$ cat config.mk
export PLATFORM = sky130hd
export DESIGN_NAME = cla_pg_stage_flat
export DESIGN_NICKNAME = d
export VERILOG_FILES = /design/src/rtl/cla_pg_stage_if.sv /design/src/rtl/cla_pg_stage.sv /design/src/flat_wrapper.sv
export SDC_FILE = /design/constraint.sdc
export NUM_CORES = 1
export LEC_CHECK = 0
export ABC_CLOCK_PERIOD_IN_PS = 1590
export CAP_MARGIN = 25
export CORE_MARGIN = 5
export CORE_UTILIZATION = 45
export CTS_BUF_LIST = sky130_fd_sc_hd__clkbuf_8 sky130_fd_sc_hd__clkbuf_16
export CTS_CLUSTER_DIAMETER = 30
export CTS_CLUSTER_SIZE = 40
export DETAILED_ROUTE_END_ITERATION = 10
export PLACE_DENSITY = 0.74
export SLEW_MARGIN = 20
export SYNTH_ARGS = -nofsm -noshare
export SYNTH_HDL_FRONTEND = slang
export SYNTH_SLANG_ARGS = --single-unit
$ cat constraint.sdc
create_clock -name clk -period 1.59 [get_ports clk]
set_input_delay 0.159 -clock clk [delete_from_list [all_inputs] [get_ports clk]]
set_output_delay 0.159 -clock clk [all_outputs]
set_load 0.005 [all_outputs]
$ cat src/rtl/cla_pg_stage_if.sv
// Operand/propagate-generate handshake bundle between upstream, this stage and the carry block.
// Latency: n/a (wiring only).
// Backpressure: in_ready/out_ready travel in the opposite direction to the valid/data they qualify.
interface cla_pg_stage_if #(
  parameter int WIDTH = 4
);
  logic             in_valid;
  logic             in_ready;
  logic [WIDTH-1:0] a;
  logic [WIDTH-1:0] b;
  logic             cin;
  logic             out_valid;
  logic             out_ready;
  logic [WIDTH-1:0] p;
  logic [WIDTH-1:0] g;
  logic             c0;

  // Upstream operand source plus downstream ready (testbench / surrounding datapath)
  modport master (
    output in_valid, a, b, cin, out_ready,
    input  in_ready, out_valid, p, g, c0
  );

  // The pg stage itself
  modport slave (
    input  in_valid, a, b, cin, out_ready,
    output in_ready, out_valid, p, g, c0
  );
endinterface

$ cat src/rtl/cla_pg_stage.sv
// Registered propagate/generate stage feeding the 4-bit carry-lookahead block.
// Latency: 1 cycle from accepted operands to p/g/c0 when empty; 1 op/cycle sustained.
// Backpressure: 2-entry skid (MAIN + SKID); in_ready/out_valid are registered, no comb ready path.
module cla_pg_stage #(
  parameter int WIDTH = 4
) (
  input logic          clk,
  input logic          rst_n,
  cla_pg_stage_if.slave bus
);

  typedef enum logic [1:0] {
    EMPTY = 2'b00,
    ONE   = 2'b01,
    TWO   = 2'b10
  } state_t;

  typedef struct packed {
    logic [WIDTH-1:0] p;
    logic [WIDTH-1:0] g;
    logic             c0;
  } entry_t;

  state_t state;
  entry_t main_ent;
  entry_t skid_ent;
  entry_t new_ent;
  logic   ready_reg;
  logic   valid_reg;
  logic   in_xfer;
  logic   out_xfer;

  // Handshakes use only the registered ready/valid, so no input reaches another output combinationally.
  assign in_xfer  = bus.in_valid & ready_reg;
  assign out_xfer = valid_reg & bus.out_ready;

  // Bitwise propagate/generate of the operands currently on the input; only captured on in_xfer.
  always_comb begin
    new_ent    = '0;
    new_ent.p  = bus.a ^ bus.b;
    new_ent.g  = bus.a & bus.b;
    new_ent.c0 = bus.cin;
  end

  assign bus.in_ready  = ready_reg;
  assign bus.out_valid = valid_reg;
  assign bus.p         = main_ent.p;
  assign bus.g         = main_ent.g;
  assign bus.c0        = main_ent.c0;

  // Skid FSM: MAIN always drives the outputs, SKID absorbs the one entry accepted while MAIN is stalled.
  always_ff @(posedge clk or negedge rst_n) begin
    if (!rst_n) begin
      state     <= EMPTY;
      main_ent  <= '0;
      skid_ent  <= '0;
      ready_reg <= 1'b0;
      valid_reg <= 1'b0;
    end else begin
      case (state)
        EMPTY: begin
          ready_reg <= 1'b1;
          valid_reg <= 1'b0;
          if (in_xfer) begin
            main_ent  <= new_ent;
            valid_reg <= 1'b1;
            state     <= ONE;
          end
        end
        ONE: begin
          ready_reg <= 1'b1;
          valid_reg <= 1'b1;
          if (in_xfer && out_xfer) begin
            main_ent <= new_ent;
          end else if (in_xfer) begin
            skid_ent  <= new_ent;
            ready_reg <= 1'b0;
            state     <= TWO;
          end else if (out_xfer) begin
            valid_reg <= 1'b0;
            state     <= EMPTY;
          end
        end
        TWO: begin
          ready_reg <= 1'b0;
          valid_reg <= 1'b1;
          if (out_xfer) begin
            main_ent  <= skid_ent;
            ready_reg <= 1'b1;
            state     <= ONE;
          end
        end
        default: begin
          // Unreachable encoding: drop whatever is held and come back empty and ready.
          main_ent  <= '0;
          skid_ent  <= '0;
          ready_reg <= 1'b1;
          valid_reg <= 1'b0;
          state     <= EMPTY;
        end
      endcase
    end
  end

endmodule

$ cat src/flat_wrapper.sv
// flat-port wrapper written by rule: the top's interface ports become plain ports
module cla_pg_stage_flat 
#(
  parameter int WIDTH = 4
)
  (clk, rst_n, bus_in_valid, bus_a, bus_b, bus_cin, bus_out_ready, bus_in_ready, bus_out_valid, bus_p, bus_g, bus_c0);
  cla_pg_stage_if #(.WIDTH(WIDTH)) bus_i ();
  input logic clk;
  input logic rst_n;
  input wire logic [$bits(bus_i.in_valid)-1:0] bus_in_valid;
  input wire logic [$bits(bus_i.a)-1:0] bus_a;
  input wire logic [$bits(bus_i.b)-1:0] bus_b;
  input wire logic [$bits(bus_i.cin)-1:0] bus_cin;
  input wire logic [$bits(bus_i.out_ready)-1:0] bus_out_ready;
  output wire logic [$bits(bus_i.in_ready)-1:0] bus_in_ready;
  output wire logic [$bits(bus_i.out_valid)-1:0] bus_out_valid;
  output wire logic [$bits(bus_i.p)-1:0] bus_p;
  output wire logic [$bits(bus_i.g)-1:0] bus_g;
  output wire logic [$bits(bus_i.c0)-1:0] bus_c0;
  assign bus_i.in_valid = bus_in_valid;
  assign bus_i.a = bus_a;
  assign bus_i.b = bus_b;
  assign bus_i.cin = bus_cin;
  assign bus_i.out_ready = bus_out_ready;
  assign bus_in_ready = bus_i.in_ready;
  assign bus_out_valid = bus_i.out_valid;
  assign bus_p = bus_i.p;
  assign bus_g = bus_i.g;
  assign bus_c0 = bus_i.c0;
  cla_pg_stage #(.WIDTH(WIDTH)) u_core (.clk(clk), .rst_n(rst_n), .bus(bus_i));
endmodule
==> results.py <==
metrics = {
    "synth": {
        "synth_top_area_share": 0.462,
        "netlist_area_mm2": 0.00119,
        "ys.warnings.count": 0,
        "netlist_instances": 118,
        "yosys_register_bits": 22,
        "synth.distinct_cells": 24,
        "synth_seq_area_share": 0.462,
        "synth_top_cell_by_area": "dfrtp_1",
        "syn_nets": 141,
        "synthTopCellsByArea": "dfrtp_1 (46%), ha_1 (10%), mux2_2 (8.5%)",
        "syn_area_per_cell_um2": 10.1,
    },
    "critical_path": {
        "cp.required_ns": 1.76,
        "ff2ff_setup_slack_ns": -0.06,
        "cp-start-kind": "flop",
        "critical_path_class": "flop to flop",
        "worstReg2RegEnd": "u_core.bus.p[1]$_DFFE_PN0P_",
        "crit_slowest_cell": "dfrtp_2",
        "path_max_fanout": 8,
        "crit_path_end_kind": "flop",
        "max_stage_delay_ns": 0.41,
        "reg2reg_depth": 6,
        "critPathArrivalTime_ns": 1.81,
        "cp-startpoint": "u_core.state[1]$_DFFE_PN0P_",
        "worstPathCellList": "inv_2 > ha_1 > or2_4 > a22oi_1 > nor2_1 > mux2_2",
        "worstReg2RegStart": "u_core.state[1]$_DFFE_PN0P_",
    },
    "final_layout": {
        "nFillCells": 176,
        "final_util": 0.722,
        "antenna_cells": 0,
        "syn_to_final_growth_pct": 51.3,
        "drive_gt1_frac": 0.342,
        "final_cell_area_mm2": 0.00180,
        "fin_nets": 182,
    },
    "timing": {
        "finalHoldViolations": 0,
        "setup_violations": 10,
        "period_needed_ns": 1.65,
        "rsz0062_at_grt": "true",
        "setup-tns-final_ns": -0.338,
        "fin_crit_sh": 1.04,
        "fmax_ghz": 0.606,
        "drv_slew": 0,
        "skew_ns": 0.00656,
        "maxSlewHeadroom": 0.768,
        "tightest_slew_ns": 0.346,
        "worst_slack_ns": -0.0589,
    },
    "place": {
        "io_buffers": 23,
        "gp_congestion": 0.824,
        "dpl.hpwl_um": 2050,
        "place_area_mm2": 0.00162,
    },
    "global_route": {
        "grt_pass1_vias": 1050,
        "antenna_found_initial": 0,
        "overflow": 0,
        "grtUsageTotal": 0.169,
        "grt_pass1_wl_um": 4670,
        "grt_max_degree": 23,
    },
    "power_and_ir_drop": {
        "p_comb_frac": 0.595,
        "power_switching_w": 0.00135,
        "power.total_w": 0.00376,
        "p_leak_nw": 0.805,
        "p_clk_frac": 0.143,
        "seq_power_share": 0.262,
        "power_density_mw_per_mm2": 2080,
        "swShare": 0.360,
        "ir_worst_vdd_v": 0.00119,
        "p_int_w": 0.00240,
    },
    "route": {
        "ant_nets": 0,
        "drt-total-wl_um": 3140,
        "wl_per_cell_um": 16.7,
        "drtIter0Drc": 23,
        "via_per_inst": 5.57,
        "post-route-drc-count": 0,
        "firstDrtPassIters": 4,
        "vias": 1048,
    },
    "die": {
        "die-area_mm2": 0.00378,
        "fp-row-count": 18,
        "core_mm2": 0.00250,
        "io_pins": 24,
        "die_h_um": 61.5,
        "die_x_um": 61.5,
        "initial_core_util": 0.477,
    },
    "cts": {
        "clk_pin_slew_ns": 0.09,
        "clockRootBuffer": "clkbuf_8",
        "cts_sinks": 22,
        "insertion_delay_ns": 0.27,
        "hold_buffers": 0,
        "cts.htree.levels": 1,
        "cts_tree": "yes",
        "cts_buffer_depth": 2,
        "numCtsBuffers": 3,
    },
    "flow_run": {
        "drv_cap": 0,
    },
    "worst_hold_path": {
        "hold_class": "primary input to async pin",
    },
    "outcome": {
        "violations": "setup timing",
        "outcome": "finished, violations left",
    },
}
## cell usage after synthesis, drive strengths merged
cell	count
a31oi	2
nor2	14
nand2b	1
mux2	10
nor4b	1
ha	10
a22oi	9
o21ai	10
nand2	21
o211ai	1
nand4	1
a21bo	1
xnor2	1
a22o	1
a21oi	4
inv	3
buf	2
clkbuf	3
or2	1
dfrtp	22
## worst max-delay path: cells and delay by family (launching register included)
family,cells,cell delay [ns]
AO/OA/AOI/OAI,1,0.19
adder cells (fa/ha/maj),1,0.22
buffers and inverters,1,0.07
flip-flops,1,0.41
multiplexers,1,0.26
AND/OR/NAND/NOR,2,0.38
## logic make-up (layout without fill, tap and decap cells)
kind of cell               Yosys count  in the layout  share of synthesized area
buffers and inverters                8             48                     0.0273
muxes                               10             10                     0.0944
xor gates and xnor gates             1              1                    0.00735
and+or+nand+nor                     39             39                      0.135
AOI/OAI and AO/OA                   28             28                      0.169
DFF                                 22             22                      0.462
adders and majority gates           10             10                      0.105
## sequential cells by signal, summed over array words and instances, names as in the netlist
signal and cells:
u_core.bus.p 4, u_core.skid_ent 9, u_core.bus.in_ready 1, u_core.state 2, u_core.bus.out_valid 1, u_core.bus.c0 1
u_core.bus.g 4
## final cells by class
cell class	count	area, um^2	area share
multi-input combinational	88	719	0.399
sequential	22	553	0.307
timing repair buffer	41	412	0.228
clock buffer	3	41.3	0.0229
tap	30	37.5	0.0208
clock inverter	1	30.0	0.0166
inverter	3	11.3	0.00624
## through the flow
step | hold WS (ns) | setup slack (ns) | cells
2_1_floorplan | -0.137 | -0.0302 | 118
3_3_place_gp | 0.463 | -0.144 | 181
3_5_place_dp | 0.476 | -0.170 | 181
4_1_cts | 0.239 | -0.0512 | 186
5_1_grt | 0.269 | -0.140 | 188
6_report | 0.227 | -0.0589 | 188
## worst max path at each step
stage                                             end  slack [ns]
after floorplan           u_core.bus.g[0]$_DFFE_PN0P_       -0.03
after global placement    u_core.bus.p[0]$_DFFE_PN0P_       -0.14
after detailed placement    u_core.bus.c0$_DFFE_PN0P_       -0.17
after CTS                 u_core.bus.p[3]$_DFFE_PN0P_       -0.05
after global routing      u_core.bus.p[1]$_DFFE_PN0P_       -0.14
final                     u_core.bus.p[1]$_DFFE_PN0P_       -0.06
## power by group through the flow
stage	Clock [W]	Combinational, W	Sequential [W]
after floorplan	0	0.00109	0.000979
after global placement	0	0.00182	0.000967
after detailed placement	0	0.00187	0.000986
after CTS	0.000547	0.00195	0.000975
after global routing	0.000558	0.00243	0.00102
final	0.000538	0.00224	0.000984
## layer usage
metal	wire length (um)	up-vias	track usage
li1	-	495	-
met1	1360	527	0.215
met2	1630	21	0.284
met3	98	5	0.0252
met4	47	0	0.0727
met5	0	-	0
## layout by cell type, fill, tap and decap left out, drive strengths merged, types with 2 or more instances in the layout
cell,n
nor2,14
clkdlybuf4s50,23
buf,17
o21ai,10
inv,3
mux2,10
clkbuf,4
nand2,21
a22oi,9
a31oi,2
a21oi,4
dfrtp,22
ha,10
## what timing repair did
| action | CTS | global route |
|---|---|---|
| endpoints found under the hold margin | 0 | 0 |
| endpoints found under the setup margin | 16 | 20 |
| setup buffers | 1 | 1 |
| cloned | 0 | 1 |
| pin swaps | 0 | 2 |
| resized for setup | 4 | 14 |
(Power assumes the default switching activity.)
